### src/rtl/axis_img_frame_gate.sv
// axis_img_frame_gate: frame-aligned gate for a 16-bit AXI-Stream pixel bus.
// Drops data until start of frame, then passes whole frames with length checks.
module axis_img_frame_gate #(
  parameter int IMG_WIDTH  = 384,
  parameter int IMG_HEIGHT = 288
) (
  input  logic        axis_aclk,
  input  logic        axis_areset,
  input  logic        enable,
  input  logic [15:0] s_axis_tdata,
  input  logic        s_axis_tvalid,
  output logic        s_axis_tready,
  input  logic        s_axis_tlast,
  input  logic        s_axis_tuser,
  output logic [15:0] m_axis_tdata,
  output logic        m_axis_tvalid,
  input  logic        m_axis_tready,
  output logic        m_axis_tlast,
  output logic        m_axis_tuser,
  output logic        busy,
  output logic        frame_done,
  output logic        err_len,
  output logic        err_sof,
  output logic [15:0] frame_cnt
);

  localparam int PW = $clog2(IMG_WIDTH);
  localparam int LW = $clog2(IMG_HEIGHT);
  localparam logic [PW-1:0] PIX_LAST  = PW'(IMG_WIDTH - 1);
  localparam logic [LW-1:0] LINE_LAST = LW'(IMG_HEIGHT - 1);

  localparam logic [1:0] S_IDLE = 2'd0;
  localparam logic [1:0] S_SYNC = 2'd1;
  localparam logic [1:0] S_RUN  = 2'd2;

  logic [1:0]    state_q, state_d;
  logic [PW-1:0] pix_q, pix_d;
  logic [LW-1:0] line_q, line_d;
  logic [15:0]   fcnt_q, fcnt_d;
  logic          fd_q, fd_d;
  logic          el_q, el_d;
  logic          es_q, es_d;
  logic          acc;

  // Handshake steering: data path is always a wire, only valid/ready gate.
  always_comb begin
    m_axis_tdata  = s_axis_tdata;
    m_axis_tlast  = s_axis_tlast;
    m_axis_tuser  = s_axis_tuser;
    s_axis_tready = 1'b0;
    m_axis_tvalid = 1'b0;
    case (state_q)
      S_SYNC: begin
        if (s_axis_tuser) begin
          s_axis_tready = m_axis_tready;
          m_axis_tvalid = s_axis_tvalid;
        end else begin
          s_axis_tready = 1'b1;
        end
      end
      S_RUN: begin
        s_axis_tready = m_axis_tready;
        m_axis_tvalid = s_axis_tvalid;
      end
      default: ;
    endcase
  end

  assign acc = s_axis_tvalid & s_axis_tready;

  // State, position tracking and status event generation.
  always_comb begin
    state_d = state_q;
    pix_d   = pix_q;
    line_d  = line_q;
    fcnt_d  = fcnt_q;
    fd_d    = 1'b0;
    el_d    = 1'b0;
    es_d    = 1'b0;
    case (state_q)
      S_IDLE: begin
        if (enable) state_d = S_SYNC;
      end
      S_SYNC: begin
        if (!enable) begin
          state_d = S_IDLE;
        end else if (acc && s_axis_tuser) begin
          state_d = S_RUN;
          pix_d   = s_axis_tlast ? '0 : PW'(1);
          line_d  = s_axis_tlast ? LW'(1) : '0;
        end
      end
      S_RUN: begin
        if (acc) begin
          if (s_axis_tuser && (pix_q != '0 || line_q != '0)) begin
            es_d   = 1'b1;
            pix_d  = s_axis_tlast ? '0 : PW'(1);
            line_d = s_axis_tlast ? LW'(1) : '0;
          end else if (s_axis_tlast) begin
            el_d  = (pix_q != PIX_LAST);
            pix_d = '0;
            if (line_q == LINE_LAST) begin
              line_d = '0;
              fd_d   = 1'b1;
              fcnt_d = fcnt_q + 16'd1;
              if (!enable) state_d = S_IDLE;
            end else begin
              line_d = line_q + LW'(1);
            end
          end else if (pix_q == PIX_LAST) begin
            el_d  = 1'b1;
            pix_d = '0;
          end else begin
            pix_d = pix_q + PW'(1);
          end
        end
      end
      default: state_d = S_IDLE;
    endcase
  end

  // Registered state with synchronous reset.
  always_ff @(posedge axis_aclk) begin
    if (axis_areset) begin
      state_q <= S_IDLE;
      pix_q   <= '0;
      line_q  <= '0;
      fcnt_q  <= '0;
      fd_q    <= 1'b0;
      el_q    <= 1'b0;
      es_q    <= 1'b0;
    end else begin
      state_q <= state_d;
      pix_q   <= pix_d;
      line_q  <= line_d;
      fcnt_q  <= fcnt_d;
      fd_q    <= fd_d;
      el_q    <= el_d;
      es_q    <= es_d;
    end
  end

  assign busy       = (state_q != S_IDLE);
  assign frame_done = fd_q;
  assign err_len    = el_q;
  assign err_sof    = es_q;
  assign frame_cnt  = fcnt_q;

endmodule

### config.mk
export PLATFORM = sky130hd
export DESIGN_NAME = axis_img_frame_gate
export DESIGN_NICKNAME = d
export VERILOG_FILES = /design/src/rtl/axis_img_frame_gate.sv
export SDC_FILE = /design/constraint.sdc
export NUM_CORES = 1
export LEC_CHECK = 0
export ABC_AREA = 1
export ABC_CLOCK_PERIOD_IN_PS = 2000
export CAP_MARGIN = 20
export CORE_MARGIN = 8
export CORE_UTILIZATION = 50
export CTS_CLUSTER_SIZE = 30
export DETAILED_ROUTE_END_ITERATION = 8
export HOLD_SLACK_MARGIN = 0.05
export PLACE_DENSITY = 0.8
export SKIP_CTS_REPAIR_TIMING = 1
export SLEW_MARGIN = 20
export SYNTH_ARGS = -nofsm -noshare
export SYNTH_HDL_FRONTEND = slang
export SYNTH_SLANG_ARGS = --single-unit
### constraint.sdc
create_clock -name axis_aclk -period 2 [get_ports axis_aclk]
set_clock_uncertainty 0.15 [all_clocks]
set_input_delay 0.6 -clock axis_aclk [delete_from_list [all_inputs] [get_ports axis_aclk]]
set_output_delay 0.6 -clock axis_aclk [all_outputs]
set_load 0.02 [all_outputs]
Yosys cells after proc, flatten, opt, wreduce, memory -nomap -nowiden
Index checks and enable logic that the tools add are counted.

word-level totals
  register bits = 39
  bits in latches = 0
  RAM bits = 0
  ROM bits = 0
  memories kept = 0

cells by class
  add/subtract/negate cells = 3
  $mul = 0
  divide/modulo/power cells = 0
  $lt $le $gt $ge = 0
  eq/ne operators = 15
  shift-type cells = 0
  multiplexer cells = 33
  bitwise gates (word level) = 5
  reduce and logical (&&, ||, !) cells = 15

operators with widths
  kind                                            count
  two-way mux 9 bit                               12
  case mux 9 bit (2 select lines)                 2
  adder 9 x 1 -> 9 bit (second input constant)    2
  == test 9 bit (second input constant)           2
  nonzero test 9 bit                              2
  adder 16 x 1 -> 16 bit (second input constant)  1
  two-way mux 2 bit                               8
  != test 2 bit (second input constant)           8
  AND reduction 5 bit                             2
  != test 9 bit (second input constant)           1
  two-way mux 1 bit                               8
  AND reduction 7 bit                             1
  != test 3 bit (second input constant)           2
  case mux 2 bit (3 select lines)                 1
  OR reduction 5 bit                              1
  inverter 1 bit                                  4
  case mux 1 bit (2 select lines)                 2
  AND reduction 4 bit                             1
  nonzero test 2 bit                              2
  OR reduction 4 bit                              1
  OR reduction 3 bit                              1
  == test 2 x 1 -> 1 bit (second input constant)  1
  == test 2 bit (second input constant)           1
  logical AND 1 bit                               2
  other kinds (3)                                 3

Logic depth before layout (Yosys ltp)
Gate-level depths: netlist of the first run.

  word-level depth = 7
  gate-level depth with buffers = 13

Worst setup path before layout of the first run
No wires, ideal clock.

  kind = reg-to-output
  start point = reg state_q[0]
  end point = out m_axis_tvalid
  arrival time = 1.837 ns
  path slack = -0.587 ns
  stages on the path, launching flop included = 5
  path buffers = 0
  path through = dfxtp_1 inv_1 ha_1 inv_1 a2111oi_0

on the way
  word-level cells in the longest chain between the ends = 2

RTL lines
  element                                                         RTL line  text
  start: declaration                                              36        logic [1:0] state_q, state_d;
  start signal: assignment                                        133       state_q <= state_d;
  == test 2 bit / == test 2 x 1 -> 1 bit (equally long branches)  52        case (state_q)
  case mux 1 bit (2 select lines) *                               52
  end: declaration                                                16        output logic m_axis_tvalid,

Every way passes the cells marked *; elsewhere a longest branch is shown, timed or not.

Final worst setup path of the first run
  start point = reg state_q[0]
  end point = out s_axis_tready

on the way
  word-level cells in the longest chain between the ends = 2

RTL lines
  element                                                         RTL line  text
  == test 2 bit / == test 2 x 1 -> 1 bit (equally long branches)  52
  case mux 1 bit (2 select lines) *                               52
  end: declaration                                                12        output logic s_axis_tready,

Marks and branches as above.

==> metrics.md, run 1 <==
| Metric | Value |
|---|---|
| Highest clock rate | `approximately 0.45 GHz` |
| Critical R2R Capture | `line_q[1]` |
| Count of antenna diodes in the layout | `0` |
| Least setup slack across all paths after layout | `-201.0 ps` |
| Unrepaired setup endpoints after global routing | `true` |
| Final #Nets | `around 510` |
| Global-route congestion overflow total | `0` |
| Sort of element at the end of the critical path | `output pin` |
| Final critical path time including I/O delays and setup | `2201 ps` |
| Period utilization | `110.1%` |
| Final instance area | `3600 sq um` |
| Placeable core area | `between 5000 and 6000 sq um` |
| Sinks on Clock Net | `39` |
| Die Outline Area | `roughly 8000 sq um` |
| Share of final-layout standard cells stronger than drive strength 1 | `about 23%` |
| Via density per instance | `about 5.2` |
| Worst Path Arrival | `between 1000 and 1500 ps` |
| Die Span Y | `about 90 um` |
| Pwr Total | `3084 uW` |
| Standard cell area after detailed placement | `between 3000 and 4000 sq um` |
| Library cells used by synthesis | `31` |
| R2R depth | `12` |
| Area growth from synthesis to final layout | `33.63%` |
| Classification of the worst setup path | `reg -> out` |
| Pwr/cell area | `856.8 nW/um^2` |
| Hold path startpoint | `frame_cnt[14]` |
| Pin count of the biggest net entering global routing | `22` |
| Average detailed-routed wire length per instance | `13.41 um` |
| Max stage delay cell, worst path | `sky130_fd_sc_hd__dfxtp_2` |
| Post-Synthesis Mean Instance Area | `between 6 and 7 sq um` |
| Synth Register Bits | `39` |
| Max IR drop VDD | `around 0.0010 V` |
| Fill cell count | `420` |
| Slowest cell delay on critical path | `between 300 and 400 ps` |
| Final standard cell utilization of the core | `70.03%` |
| Destination of the worst hold path | `frame_cnt[14]` |
| Class of the most critical hold timing path | `reg -> reg` |
| Total count of hold-check failures in the final report | `0` |
| TritonCTS clock tree | `yes` |
| Commonest cells after routing, fill and taps aside | `sky130_fd_sc_hd__nand2_1 (105), sky130_fd_sc_hd__nor2_1 (56), sky130_fd_sc_hd__buf_4 (45), sky130_fd_sc_hd__inv_1 (41), sky130_fd_sc_hd__nand3_1 (40)` |
| Total routing usage reported by global routing | `between 10% and 20%` |
| Reg2Reg Setup Slack | `-170 ps` |
| Clock buffer count from CTS | `5` |
| Register area share after synthesis | `between 20 and 30%` |
| Lkg Pwr | `about 0.0018 uW` |
| Worst-path clk slew | `around 80 ps` |
| Relative slew margins | `69.29%` |
| Die X-Extent | `around 89 um` |
| Reg2Reg Launch Point | `state_q[1]` |
| Outcome | `finished with violations` |
| Final wirelength | `7.418 mm` |
| Via count of the routed design | `between 2000 and 3000` |
| Synth Instances | `425` |
| Via count of the first global-routing pass | `2464` |
| Required arrival time at the worst endpoint | `between 1000 and 1500 ps` |
| Number of warnings issued by yosys | `0` |
| DPL Wire Length | `5.162 mm` |
| Syn nets | `around 460` |
| Last weighted congestion value of the routability-driven placer | `~0.96` |
| CTS root buf | `sky130_fd_sc_hd__clkbuf_8` |
| Initial cell density of the core | `between 50% and 60%` |
| Level count of the clock H-tree | `2` |
| Netlist area before placement | `approximately 2700 sq um` |
| Transition time at the pin with the least slew margin | `between 400 and 500 ps` |
| Wire length of the first global-routing pass | `~11 mm` |
| Count of endpoints failing setup in the final report | `32` |
| Skew-Pair Late Insertion Delay | `290 ps` |
| Violated checks | `negative setup slack` |
| Critical-path cell list | `buf_6 > ha_4 > buf_4 > nand2_1 > nand2_2 > nand2_1 > inv_2 > buf_6` |
| Number of ports placed on the die boundary | `63` |
| Port bufs | `30` |
| Routed Antenna Nets | `0` |
| Final Max Tran Viols | `0` |
| Critical path startpoint category | `flop` |
| Count of routing violations after the opening detailed-route iteration | `226` |
| Detailed-route DRC error count | `0` |
| Max-capacitance violation count | `0` |
| FP Rows | `26` |
| Clock Tree Buf Depth | `2` |
| Commonest non-fill, non-tap cell in the layout | `sky130_fd_sc_hd__nand2_1` |
| Antenna violations before repair | `0` |
| Worst-path fanout max | `2` |
| Instance count along the most critical hold path | `2` |
| First-pass detailed-route iteration total | `4` |
==> flip-flops by register name, indices dropped and copies added (netlist names) <==
| signal | count |
|---|---|
| pix_q | 9 |
| err_sof | 1 |
| line_q | 9 |
| frame_cnt | 16 |
| frame_done | 1 |
| err_len | 1 |
| state_q | 2 |
==> metal layers <==
metal	up-vias	track usage (%)	part of all wire [%]	wire length, um
li1	1449	-	-	-
met1	1300	22.25	44	3242
met2	94	27.74	47	3516
met3	19	2.941	6.3	467
met4	0	9.819	2.6	191
met5	-	0	0	0
==> critical path, delay by kind of cell, from the launching register on <==
family,cells,cell delay (ps)
adders and majority gates,1,160
buffers and inverters,4,420
DFF,1,340
and+or+nand+nor,3,230
==> power breakdown <==
group,internal (uW),switching [uW]
sequential,816,32.8
clock,314,293
combinational,664,964
total,1790,1290
==> worst max-delay path by stage <==
stage,from,end,slack [ps],cells past startpoint
floorplan,state_q[0],s_axis_tready,50,6
global placement,s_axis_tuser,m_axis_tvalid,-940,4
detailed placement,s_axis_tuser,m_axis_tvalid,-940,4
CTS,s_axis_tuser,m_axis_tvalid,-950,4
global route,state_q[0],m_axis_tvalid,-260,5
finish,state_q[0],s_axis_tready,-200,8
==> layout make-up <==
| class | count | area, sq um | area share (%) |
|---|---|---|---|
| Sequential cell | 39 | 784.5 | 21.79 |
| Clock inverter | 1 | 7.507 | 0.2086 |
| Multi-Input combinational cell | 306 | 1677 | 46.58 |
| Timing Repair Buffer | 79 | 753.2 | 20.92 |
| Clock buffer | 7 | 96.34 | 2.676 |
| Inverter | 51 | 193.9 | 5.388 |
| Tap cell | 70 | 87.58 | 2.433 |
==> synthesized netlist by cell type (all sizes together) <==
cell type / count / area, sq um
buf: 25 / 182.7
inv: 51 / 191.4
nand3: 45 / 242.7
nand4: 11 / 68.82
or2: 1 / 6.260
xnor2: 3 / 26.28
o21ai: 9 / 48.80
clkbuf: 4 / 15.01
nand2: 114 / 437.9
nor2: 65 / 285.3
a211oi: 1 / 7.510
ha: 8 / 100.1
xor2: 11 / 96.34
nor3: 11 / 55.05
a21boi: 1 / 11.26
a2111oi: 1 / 8.760
a21oi: 25 / 128.9
dfxtp: 39 / 780.8
==> cells by family (layout without fill, tap and decap cells) <==
| group | Yosys count | count (layout) | synth area share [%] |
|---|---|---|---|
| simple gates | 247 | 247 | 40.69 |
| fa+ha+maj | 8 | 8 | 3.716 |
| xor+xnor | 14 | 14 | 4.552 |
| flops | 39 | 39 | 28.98 |
| buf+inv | 80 | 138 | 14.44 |
| compound gates | 37 | 37 | 7.618 |
==> metrics by stage <==
stage / setup TNS [ps] / setup slack (ps) / hold WS, ps / std cells
3_5_place_dp: -20610 / -938.2 / 324.5 / 540
6_report: -2837 / -201.0 / 344.1 / 553
4_1_cts: -10390 / -950.0 / 342.4 / 548
3_3_place_gp: -19190 / -939.2 / 322.0 / 540
2_1_floorplan: 0 / 50.93 / 309.3 / 425
5_1_grt: -6054 / -255.6 / 380.2 / 553
(Power assumes the default switching activity.)
==> inputs of run 2 (changes only) <==
--- a/config.mk
+++ b/config.mk
@@ -6,14 +6,13 @@
 export NUM_CORES = 1
 export LEC_CHECK = 0
 export ABC_AREA = 1
-export ABC_CLOCK_PERIOD_IN_PS = 2000
+export ABC_CLOCK_PERIOD_IN_PS = 2650
 export CAP_MARGIN = 20
 export CORE_MARGIN = 8
-export CORE_UTILIZATION = 50
+export CORE_UTILIZATION = 27
 export CTS_CLUSTER_SIZE = 30
 export DETAILED_ROUTE_END_ITERATION = 8
 export HOLD_SLACK_MARGIN = 0.05
-export PLACE_DENSITY = 0.8
 export SKIP_CTS_REPAIR_TIMING = 1
 export SLEW_MARGIN = 20
 export SYNTH_ARGS = -nofsm -noshare
==> constraint.sdc (replaced) <==
create_clock -name axis_aclk -period 2.65 [get_ports axis_aclk]
set_clock_uncertainty 0.15 [all_clocks]
set_input_delay 0.795 -clock axis_aclk [delete_from_list [all_inputs] [get_ports axis_aclk]]
set_output_delay 0.795 -clock axis_aclk [all_outputs]
set_load 0.02 [all_outputs]
==> run 2 against run 1 <==
The flow now finishes without violations. Combinational power shrank 39%. Sequential share of layout area is 1.8 points higher. Via count fell by 9.1%. Sequential cell count unchanged.
==> metrics.md, run 2 (same netlist as run 1, synthesis figures left out) <==
| Metric | Value |
|---|---|
| Outcome | `complete, no violations` |
| Initial cell density of the core | `27.69% (-25 points)` |
| Last weighted congestion value of the routability-driven placer | `0.8860 (-8.2%)` |
| Area growth from synthesis to final layout | `22.99%` |
| Number of flip-flops in the largest register | `16 (unchanged)` |
| Least setup slack across all paths after layout | `62.23 ps (+263.2 ps)` |
| Pwr/cell area | `647.8 nW/um^2 (-24%)` |
| Placeable core area | `9729 sq um (+89%)` |
| Unrepaired setup endpoints after global routing | `false` |
| Setup WS pre-CTS | `-759.9 ps (+178.2 ps)` |
| Via count of the routed design | `2602 (-9.1%)` |
| Via count of the first global-routing pass | `2510 (+1.9%)` |
| Class of the most critical hold timing path | `reg -> reg` |
| Sort of element at the end of the critical path | `output pin` |
| TritonCTS clock tree | `yes` |
| Count of endpoints failing setup in the final report | `0 (-100%)` |
| Lkg Pwr | `0.001352 uW (-25%)` |
| Power share of the combinational group | `46.0% (-6.8 points)` |
| Power dissipated by switching net loads | `853.6 uW (-34%)` |
| Total count of hold-check failures in the final report | `0 (unchanged)` |
| Required arrival time at the worst endpoint | `1710 ps (+460 ps)` |
| Antenna violations before repair | `0 (unchanged)` |
| Max IR drop VDD | `0.0002928 V (-71%)` |
| First-pass detailed-route iteration total | `5 (+1)` |
| Share of final-layout standard cells stronger than drive strength 1 | `12.20% (-10 points)` |
| Total routing usage reported by global routing | `10.96% (-6.7 points)` |
| Seq pwr share | `29.4% (+1.9 points)` |
| Routed Antenna Nets | `0 (unchanged)` |
| Die Span Y | `115.9 um (+30%)` |
| Worst-path clk slew | `90 ps (about the same)` |
| Total Negative Setup Slacks | `0 ps (+2837 ps)` |
| Clock Tree Buf Depth | `2 (unchanged)` |
| Port bufs | `30 (unchanged)` |
| CTS root buf | `sky130_fd_sc_hd__clkbuf_8` |
| DPL Wire Length | `5.408 mm (+4.8%)` |
| Worst Path Arrival | `1640 ps (+190 ps)` |
| Via density per instance | `4.395 (-15%)` |
| Number of ports placed on the die boundary | `63 (unchanged)` |
| Count of routing violations after the opening detailed-route iteration | `139 (-38%)` |
| Net switching fraction of the power | `39.77% (-2.1 points)` |
| Fill cell count | `1092 (+160%)` |
| Highest clock rate | `0.3864 GHz` |
| Final standard cell utilization of the core | `34.05% (-36 points)` |
| Relative slew margins | `68.23% (-1.1 points)` |
| Clock buffer count from CTS | `5 (unchanged)` |
| Transition time at the pin with the least slew margin | `476.1 ps (+18.95 ps)` |
| Critical path startpoint category | `primary input` |
| Detailed-route DRC error count | `0 (unchanged)` |
| Global-route congestion overflow total | `0 (unchanged)` |
| Pin count of the biggest net entering global routing | `25 (+14%)` |
| Die Outline Area | `13430 sq um (+68%)` |
| Commonest cells after routing, fill and taps aside | `sky130_fd_sc_hd__nand2_1 (112), sky130_fd_sc_hd__nor2_1 (57), sky130_fd_sc_hd__inv_1 (47), sky130_fd_sc_hd__nand3_1 (43), sky130_fd_sc_hd__dfxtp_1 (39)` |
| Power share of the clock group | `24.5% (+4.8 points)` |
| Final #Nets | `489 (-4.7%)` |
| Period utilization | `97.65%` |
| Count of antenna diodes in the layout | `0 (unchanged)` |
| Average detailed-routed wire length per instance | `11.74 um (-12%)` |
| Standard cell area after detailed placement | `3169 sq um (-2.4%)` |
| Die X-Extent | `115.9 um (+30%)` |
| Level count of the clock H-tree | `2 (unchanged)` |
| Final critical path time including I/O delays and setup | `around 2600 ps` |
| Skew-Pair Late Insertion Delay | `290 ps (about the same)` |
| Final wirelength | `6.951 mm (-6.3%)` |
| Wire length of the first global-routing pass | `11.95 mm (+7.6%)` |
| Final instance area | `3313 sq um (-8.0%)` |
| Cell-internal power | `1293 uW (-28%)` |
| Worst-path fanout max | `2 (unchanged)` |
| FP Rows | `36 (+38%)` |
| Commonest non-fill, non-tap cell in the layout | `sky130_fd_sc_hd__nand2_1` |
| Final Max Tran Viols | `0 (unchanged)` |
| Sinks on Clock Net | `39 (unchanged)` |
| Max-capacitance violation count | `0 (unchanged)` |
| Classification of the worst setup path | `in -> out` |
[run 2: layout make-up]
class / count / area (sq um) / share of cell area [%]
clock buffer: 6 / 82.58 / 2.492
clock inverter: 2 / 35.03 / 1.057
inverter: 51 / 191.4 / 5.778
multi-input combinational: 306 / 1545 / 46.64
sequential: 39 / 780.7 / 23.56
tap: 133 / 166.4 / 5.023
timing repair buffer: 55 / 511.7 / 15.45
[run 2: worst paths after layout]
check,from,endpoint,slack [ps],cells past startpoint
max,m_axis_tready,s_axis_tready,60,6
min,frame_cnt[14],frame_cnt[14],330,2
max reg2reg,state_q[0],line_q[7],440,13
min reg2reg,frame_cnt[14],frame_cnt[14],330,2
[run 2: metrics by stage]
stage | total power, uW | cells | hold slack [ps]
finish | 2146 | 592 | 330.7
floorplan | 1290 | 425 | 309.3
global route | 2302 | 592 | 361.4
detailed placement | 1620 | 584 | 320.6
global placement | 1614 | 584 | 324.2
CTS | 2150 | 592 | 334.4
[run 2: critical path, stage by stage]
cell and delay [ps]:
sky130_fd_sc_hd__clkdlybuf4s50_1 470, sky130_fd_sc_hd__inv_1 50, sky130_fd_sc_hd__nand2_1 80, sky130_fd_sc_hd__nand2_1 60, sky130_fd_sc_hd__inv_1 80, sky130_fd_sc_hd__buf_6 120
[run 2: power by group through the flow]
stage	combinational (uW)	clock (uW)	sequential (uW)
5_1_grt	1100	565	635
6_report	988	527	631
3_3_place_gp	971	0	644
4_1_cts	978	540	631
2_1_floorplan	649	0	641
3_5_place_dp	975	0	645
[run 2: layer usage]
layer  GRT usage (%)  part of all wire [%]  up-vias
met3           1.772                   3.6        6
li1                -                     -     1392
met5               0                     0        -
met2           18.92                    49       34
met1           13.26                    46     1170
met4           4.235                   1.3        0
